[src/rtl/obc_dft_bit_serial_ctrl.sv]
`default_nettype none
// ============================================================================
// Module   : obc_dft_bit_serial_ctrl
// Brief    : Bit-serial sequencer for one 16-point OBC DFT output-bin ROM
//            slice. It latches a frame of 16 two's-complement samples and
//            presents one bit-plane per cycle to the external ROM slice, LSB
//            first, with the sign plane last and rom_m=1. It shift-accumulates
//            the returned ROM word into the bin result and hands the result
//            out over a valid/ready handshake.
// Options  : OBC_CTRL_ROM_PIPE_EN - register rom_data before the accumulator
//            and add a one-cycle FLUSH state that absorbs the last word.
// Revision : 1.0 - initial release
// ============================================================================
module obc_dft_bit_serial_ctrl #(
  parameter int DATA_W = 16,
  parameter int ROM_W  = 32,
  parameter int OUT_W  = 48
) (
  input  logic                 clk,
  input  logic                 rst_n,
  input  logic                 in_valid,
  output logic                 in_ready,
  input  logic [16*DATA_W-1:0] in_data,
  output logic [15:0]          rom_bits,
  output logic                 rom_m,
  input  logic [ROM_W-1:0]     rom_data,
  output logic                 out_valid,
  input  logic                 out_ready,
  output logic [OUT_W-1:0]     out_data,
  output logic                 busy
);

  localparam int IDX_W = (DATA_W > 1) ? $clog2(DATA_W) : 1;
  localparam logic [IDX_W-1:0] C_LAST_IDX = IDX_W'(DATA_W - 1);

  localparam logic [1:0] S_IDLE  = 2'd0;
  localparam logic [1:0] S_RUN   = 2'd1;
  localparam logic [1:0] S_DONE  = 2'd2;
`ifdef OBC_CTRL_ROM_PIPE_EN
  localparam logic [1:0] S_FLUSH = 2'd3;
`endif

  logic [1:0]        r_state;
  logic [IDX_W-1:0]  r_bit_idx;
  logic [DATA_W-1:0] r_smp [16];
  logic [OUT_W-1:0]  r_acc;
  logic [OUT_W-1:0]  r_out_data;
  logic              w_run;
  logic              w_last;
  logic [OUT_W-1:0]  w_acc_next;

  assign w_run     = (r_state == S_RUN);
  assign w_last    = (r_bit_idx == C_LAST_IDX);
  assign in_ready  = rst_n && (r_state == S_IDLE);
  assign out_valid = (r_state == S_DONE);
  assign out_data  = r_out_data;
  assign rom_m     = w_run && w_last;

  // Current bit-plane of the latched samples; forced to zero outside RUN
  for (genvar k = 0; k < 16; k++) begin : g_plane
    assign rom_bits[k] = w_run & r_smp[k][r_bit_idx];
  end

`ifdef OBC_CTRL_ROM_PIPE_EN
  logic [ROM_W-1:0] r_rom_q;
  logic [IDX_W-1:0] r_pidx;
  logic             r_pvld;
  logic [OUT_W-1:0] w_rom_ext;

  assign busy       = w_run || (r_state == S_FLUSH);
  assign w_rom_ext  = {{(OUT_W-ROM_W){r_rom_q[ROM_W-1]}}, r_rom_q};
  assign w_acc_next = r_pvld ? (r_acc + (w_rom_ext << r_pidx)) : r_acc;

  // Register the ROM word together with the plane index it belongs to
  always_ff @(posedge clk) begin
    if (!rst_n) begin
      r_rom_q <= '0;
      r_pidx  <= '0;
      r_pvld  <= 1'b0;
    end else begin
      r_rom_q <= rom_data;
      r_pidx  <= r_bit_idx;
      r_pvld  <= w_run;
    end
  end
`else
  logic [OUT_W-1:0] w_rom_ext;

  assign busy       = w_run;
  assign w_rom_ext  = {{(OUT_W-ROM_W){rom_data[ROM_W-1]}}, rom_data};
  assign w_acc_next = r_acc + (w_rom_ext << r_bit_idx);
`endif

  // Frame sequencing, sample capture and shift-accumulate
  always_ff @(posedge clk) begin
    if (!rst_n) begin
      r_state    <= S_IDLE;
      r_bit_idx  <= '0;
      r_acc      <= '0;
      r_out_data <= '0;
    end else begin
      case (r_state)
        S_IDLE: begin
          if (in_valid) begin
            for (int k = 0; k < 16; k++) begin
              r_smp[k] <= in_data[k*DATA_W +: DATA_W];
            end
            r_bit_idx <= '0;
            r_acc     <= '0;
            r_state   <= S_RUN;
          end
        end
        S_RUN: begin
          r_acc <= w_acc_next;
          if (w_last) begin
            r_bit_idx <= '0;
`ifdef OBC_CTRL_ROM_PIPE_EN
            r_state   <= S_FLUSH;
`else
            r_out_data <= w_acc_next;
            r_state    <= S_DONE;
`endif
          end else begin
            r_bit_idx <= r_bit_idx + IDX_W'(1);
          end
        end
`ifdef OBC_CTRL_ROM_PIPE_EN
        S_FLUSH: begin
          // Last plane's registered word lands here
          r_acc      <= w_acc_next;
          r_out_data <= w_acc_next;
          r_state    <= S_DONE;
        end
`endif
        S_DONE: begin
          if (out_ready) begin
            r_state <= S_IDLE;
          end
        end
        default: r_state <= S_IDLE;
      endcase
    end
  end

endmodule
`default_nettype wire

[config.mk]
export PLATFORM = sky130hd
export DESIGN_NAME = obc_dft_bit_serial_ctrl
export DESIGN_NICKNAME = d
export VERILOG_FILES = /design/src/rtl/obc_dft_bit_serial_ctrl.sv
export SDC_FILE = /design/constraint.sdc
export NUM_CORES = 1
export LEC_CHECK = 0
export ABC_AREA = 1
export CORE_ASPECT_RATIO = 0.9
export CORE_UTILIZATION = 48
export DETAILED_ROUTE_END_ITERATION = 8
export PLACE_DENSITY = 0.78
export SYNTH_ARGS = -nofsm -noshare
export SYNTH_HDL_FRONTEND = slang
export SYNTH_SLANG_ARGS = --single-unit
[constraint.sdc]
create_clock -name clk -period 16.26 [get_ports clk]
set_input_delay 3.252 -clock clk [delete_from_list [all_inputs] [get_ports clk]]
set_output_delay 3.252 -clock clk [all_outputs]
set_load 0.05 [all_outputs]
==> impl_metrics.env, run 1 <==
export IMPL_status="finished clean"
export IMPL_synth_nets=2770
export IMPL_routed_wl_um=61360
export IMPL_ys_ff_latch=358
export IMPL_ios=360
export IMPL_portBuffers=359
export IMPL_cts_sinks=358
export IMPL_comb_power_share=0.189
export IMPL_timing_reg2reg_worst_path_depth=21
export IMPL_insertion_delay_ns=0.58
export IMPL_final_nets=3071
export IMPL_maxSlewViolCount=0
export IMPL_antenna_left=0
export IMPL_htreeDepth=2
export IMPL_peakVddDrop_v=0.00009411
export IMPL_required_ns=13.01
export IMPL_wl_per_cell_um=18.57
export IMPL_cp_arrival_ns=5.68
export IMPL_worstSetupPathType="primary input to output port"
export IMPL_slew_headroom=0.2563
export IMPL_synthTopCellsByArea="edfxtp_1 40%, nand2_1 14%, dfxtp_1 11%"
export IMPL_grt_first_pass_wirelength_um=92590
export IMPL_post_place_cells=3221
export IMPL_track_usage=0.2994
export IMPL_route_vias_total=17990
export IMPL_crit_start="rst_n"
export IMPL_switching_share=0.2871
export IMPL_initial_core_util=0.4879
export IMPL_clock_path_buffers=3
export IMPL_start_kind="primary input"
export IMPL_cap_violations=0
export IMPL_reg2reg_slack_ns=11.14
export IMPL_synth_area_leader_cell="edfxtp_1"
export IMPL_synth_cell_type_count=41
export IMPL_fmax_mhz=111.9
export IMPL_netlist_instances=2429
export IMPL_grt_max_degree=197
export IMPL_avgSynthCellArea_um2=7.959
export IMPL_rr_endpoint="out_data[35]"
export IMPL_avgViaCountPerCell=5.446
export IMPL_worst_pin_slew_ns=1.116
export IMPL_antenna_found_initial=15
export IMPL_synthesis_area_um2=19330
export IMPL_synth_edff_count=256
export IMPL_p_per_area_nw_per_um2=96.52
export IMPL_pwr_share_clk=0.370
export IMPL_synth_ff_type="edfxtp_1"
export IMPL_synth_top_area_share=0.3976
export IMPL_ys_top_cells_by_count="709 x nand2_1, 275 x inv_1, 256 x edfxtp_1, 256 x nor2_1, 213 x o21ai_0"
export IMPL_cts_setup_buffers=0
export IMPL_gp_congestion=0.9419
export IMPL_ys_async_sr_fraction=0
export IMPL_dp_hpwl_um=45460
export IMPL_die_h_um=192.4
export IMPL_synth_most_common_cell="nand2_1"
export IMPL_drt_pass1_iterations=7
export IMPL_fin_crit_ns=8.935
export IMPL_drc=0
export IMPL_grt_pass1_vias=17190
export IMPL_clkTransAtPathRegs_ns=0.06
export IMPL_core_area_um2=39630
export IMPL_die_w_um=213.5
export IMPL_rr_startpoint="r_bit_idx[0]"
export IMPL_leakage_uw=0.01017
export IMPL_synth_seq_area_share=0.5033
export IMPL_final_cells=3304
export IMPL_min_period_over_period=0.5495
export IMPL_area_delta_synth_final_pct=26.74
export IMPL_design_area_um2=24500
export IMPL_drive_gt1_frac=0.04532
export IMPL_cts_buffers=39
export IMPL_end_kind="output port"
export IMPL_fin_skew_ns=0.02273
export IMPL_p_sw_uw=679.0
export IMPL_cts_hold_buffers=0
export IMPL_hp_class="flip-flop to flip-flop"
export IMPL_tns_ns=0
export IMPL_grt_ovfl_total=0
export IMPL_grt_setup_unrepaired="no"
export IMPL_cp_max_fo=35
export IMPL_cts_tree="done"
export IMPL_cts_root_buf="clkbuf_16"
export IMPL_rows=69
export IMPL_yosys_warnings=0
export IMPL_sequentialPowerShare=0.441
export IMPL_p_int_uw=1686
export IMPL_setup_viol=0
export IMPL_drt_iter0_drc=1725
export IMPL_cts_resized=0
export IMPL_hold_viol_final=0
export IMPL_whs_ns=0.4645
export IMPL_endpoint="in_ready"
export IMPL_place_area_um2=23220
export IMPL_die_area_um2=41080
export IMPL_fillers=3376
==> critical path, cell delays in order <==
cell	delay [ns]
clkdlybuf4s50_1	0.79
inv_2	0.44
nor3_1	0.32
clkdlybuf4s50_1	0.86
==> through the flow <==
step	worst slack, ns	total power [uW]	util
after detailed placement	7.355	1499	0.5861
final	7.325	2365	0.6183
after global placement	7.354	1490	0.5861
after floorplan	0.9519	1338	-
after CTS	7.312	2368	0.6174
after global routing	7.231	2456	0.6183
==> worst min-delay path by stage <==
stage	from	endpoint	slack, ns	depth (start not counted)
after floorplan	r_acc[0]	r_acc[0]	0.45	2
after global placement	out_data[13]	out_data[13]	0.45	2
after detailed placement	out_data[7]	out_data[7]	0.46	2
after CTS	out_data[7]	out_data[7]	0.47	2
after global routing	r_acc[17]	r_acc[17]	0.49	2
final	out_data[6]	out_data[6]	0.46	2
==> cell usage in the layout, fill, tap and decap left out, types with 17 or more instances in the layout <==
| cell | count |
|---|---|
| nand2_1 | 709 |
| clkdlybuf4s50_1 | 359 |
| inv_1 | 274 |
| edfxtp_1 | 256 |
| nor2_1 | 255 |
| o21ai_0 | 213 |
| nand3_1 | 136 |
| a21oi_1 | 118 |
| dfxtp_1 | 98 |
| ha_1 | 48 |
| o221ai_1 | 46 |
| clkbuf_16 | 39 |
| o211ai_1 | 20 |
| o22ai_1 | 18 |
| xor2_1 | 18 |
| nor2_2 | 17 |
==> sequential cells by signal (all words and copies together), names as in the netlist <==
register   count
r_bit_idx      4
r_acc         48
r_smp        256
out_data      48
r_state        2
==> power groups by stage <==
stage	Combinational (uW)	Clock [uW]	Sequential [uW]
6_report	446	876	1040
5_1_grt	489	922	1050
4_1_cts	441	885	1040
3_5_place_dp	439	0	1060
3_3_place_gp	431	0	1060
2_1_floorplan	275	0	1060
==> cells by family after synthesis <==
logic type | after synthesis | share of synthesized area
AND/OR/NAND/NOR | 1161 | 0.2441
AO/OA/AOI/OAI | 435 | 0.1269
buffers and inverters | 402 | 0.08252
flip-flops | 358 | 0.5033
adder cells (fa/ha/maj) | 49 | 0.03210
XOR/XNOR | 19 | 0.008608
multiplexers | 5 | 0.002589
==> layout make-up <==
type,count,area [um^2],share of cell area
sequential,358,9737,0.3974
clock buffer,52,1066,0.04351
tap,532,665.6,0.02717
multi-input combinational,1669,8019,0.3273
inverter,288,1084,0.04422
clock inverter,17,177.7,0.007251
antenna,14,35.03,0.001430
timing repair buffer,374,3719,0.1518
==> per-layer routing <==
metal  up-vias  part of all wire  GRT usage  wire length, um
met5         -           0.00021          0               13
met4         2             0.050     0.1519             3069
met2       845              0.48     0.5069            29390
li1       8659                 -          -                -
met3       173             0.080    0.05842             4917
met1      8313              0.39     0.3627            23970
Note: power is estimated with default switching activity, not from simulation.
==> inputs of run 2 (changes only) <==
Clock period 16.26 ns to 7.8 ns, I/O delays scaled along.
==> run 2 against run 1 <==
  * Power up 110%
  * Setup slack worse by 5.5 ns
  * Via count up 0.86%
  * Cell count down 0.18%
  * Design area about the same
  * Worst hold slack worse by 0.0039 ns
  * Die area unchanged
  * Register-to-register slack worse by 8.0 ns
  * Critical path type is now flip-flop to output port
  * Critical endpoint is now rom_bits[10]
  * Largest power group unchanged
==> impl_metrics.env, run 2 (synthesized netlist as in run 1, its figures left out) <==
export IMPL_status="finished clean"
export IMPL_antenna_found_initial=8
export IMPL_die_area_um2=41080
export IMPL_drive_gt1_frac=0.04601
export IMPL_antenna_left=0
export IMPL_grt_max_degree=215
export IMPL_cap_violations=0
export IMPL_final_common_cell="nand2_1"
export IMPL_crit_start="r_bit_idx[0]"
export IMPL_worst_pin_slew_ns=1.248
export IMPL_p_sw_uw=1446
export IMPL_die_w_um=213.5
export IMPL_end_kind="output port"
export IMPL_cts_sinks=358
export IMPL_cts_resized=0
export IMPL_grt_ovfl_total=0
export IMPL_place_area_um2=23220
export IMPL_slew_headroom=0.1677
export IMPL_largest_register="r_smp"
export IMPL_avgViaCountPerCell=5.502
export IMPL_cp_max_fo=104
export IMPL_crit_chain="buf_4 > o21ai_0 > o221ai_1 > o211ai_1 > a21oi_1 > clkdlybuf4s50_1"
export IMPL_htreeDepth=2
export IMPL_slowest_delay_ns=0.88
export IMPL_fmax_mhz=168.3
export IMPL_hp_class="flip-flop to flip-flop"
export IMPL_ios=360
export IMPL_cts_setup_buffers=0
export IMPL_grt_first_pass_wirelength_um=96070
export IMPL_rows=69
export IMPL_timing_reg2reg_worst_path_depth=22
export IMPL_drc=0
export IMPL_min_period_over_period=0.7619
export IMPL_core_area_um2=39630
export IMPL_track_usage=0.3127
export IMPL_required_ns=6.24
export IMPL_cts_root_buf="clkbuf_16"
export IMPL_drt_iter0_drc=2025
export IMPL_routed_wl_um=64320
export IMPL_insertion_delay_ns=0.58
export IMPL_start_kind="flip-flop"
export IMPL_fin_crit_ns=5.943
export IMPL_clkTransAtPathRegs_ns=0.07
export IMPL_pwr_share_clk=0.376
export IMPL_worst_path_max_delay_cell="buf_4"
export IMPL_reg2reg_slack_ns=3.14
export IMPL_cts_tree="done"
export IMPL_initial_core_util=0.4879
export IMPL_design_area_um2=24520
export IMPL_switching_share=0.2890
export IMPL_peakVddDrop_v=0.0001908
export IMPL_power_uw=5005
export IMPL_cp_arrival_ns=4.38
export IMPL_p_int_uw=3559
export IMPL_clock_path_buffers=3
export IMPL_fin_skew_ns=0.02729
export IMPL_fillers=3363
export IMPL_final_util=0.6188
export IMPL_layout_common_cells="709 x nand2_1, 359 x clkdlybuf4s50_1, 274 x inv_1"
export IMPL_sequentialPowerShare=0.434
export IMPL_worstSetupPathType="flip-flop to output port"
export IMPL_drt_pass1_iterations=8
export IMPL_cts_hold_buffers=0
export IMPL_endpoint="rom_bits[10]"
export IMPL_cts_buffers=39
export IMPL_gp_congestion=1.013
export IMPL_maxSlewViolCount=0
export IMPL_route_vias_total=18150
export IMPL_leakage_uw=0.01017
export IMPL_multi_input_area_um2=8019
export IMPL_setup_viol=0
export IMPL_hold_viol_final=0
export IMPL_tns_ns=0
export IMPL_comb_power_share=0.190
export IMPL_grt_setup_unrepaired="no"
export IMPL_rr_startpoint="r_bit_idx[0]"
export IMPL_portBuffers=359
export IMPL_final_nets=3071
export IMPL_die_h_um=192.4
export IMPL_wl_per_cell_um=19.50
export IMPL_whs_ns=0.4606
export IMPL_dp_hpwl_um=47820
export IMPL_area_delta_synth_final_pct=26.83
export IMPL_ff_latch_area_um2=9737
export IMPL_p_per_area_nw_per_um2=204.1
export IMPL_grt_pass1_vias=17230
export IMPL_rr_endpoint="out_data[27]"
export IMPL_largest_register_ffs=256
run 2: changes by cell type in the layout (fill, tap and decap cells not counted), sizes merged:
cell and delta:
bufinv +2, clkbuf -4, clkinv +1, clkinvlp +3
diode -8
run 2: layer usage:
layer,GRT usage,part of all wire
met1,0.3974,0.40
met2,0.5206,0.48
met3,0.05191,0.080
met4,0.1453,0.043
met5,0,0.00045
run 2: worst max-delay path: cells and delay by family, from the launching register on:
| family | cells | cell delay [ns] |
|---|---|---|
| AOI/OAI and AO/OA | 4 | 1.22 |
| DFF | 1 | 0.76 |
| buffers and inverters | 2 | 1.71 |
run 2: layout make-up:
class                   instances  share of cell area
inverters                     288             0.04419
repair buffers                374              0.1517
diodes                          6           0.0006123
clock inverters                23             0.01066
well taps                     532             0.02715
flip-flops and latches        358              0.3971
multi-input cells            1669              0.3270
clock buffers                  48             0.04159
run 2: worst min path at each step:
stage	start	depth (start not counted)	endpoint
5_1_grt	out_data[0]	2	out_data[0]
3_3_place_gp	out_data[12]	2	out_data[12]
6_report	out_data[13]	2	out_data[13]
4_1_cts	out_data[13]	2	out_data[13]
2_1_floorplan	r_acc[0]	2	r_acc[0]
3_5_place_dp	out_data[13]	2	out_data[13]
run 2: power groups by stage:
stage                     Combinational [uW]  Clock [uW]  Sequential (uW)
after floorplan                          575           0             2200
after global placement                   918           0             2210
after detailed placement                 935           0             2210
after CTS                                939        1900             2170
after global routing                    1040        1980             2180
final                                    953        1880             2170
run 2: stage by stage:
| step | setup WS [ns] | cells |
|---|---|---|
| finish | 1.857 | 3298 |
| global route | 1.739 | 3298 |
| CTS | 2.002 | 3292 |
| detailed placement | 2.616 | 3221 |
| global placement | 2.631 | 3221 |
| floorplan | 1.417 | 2429 |
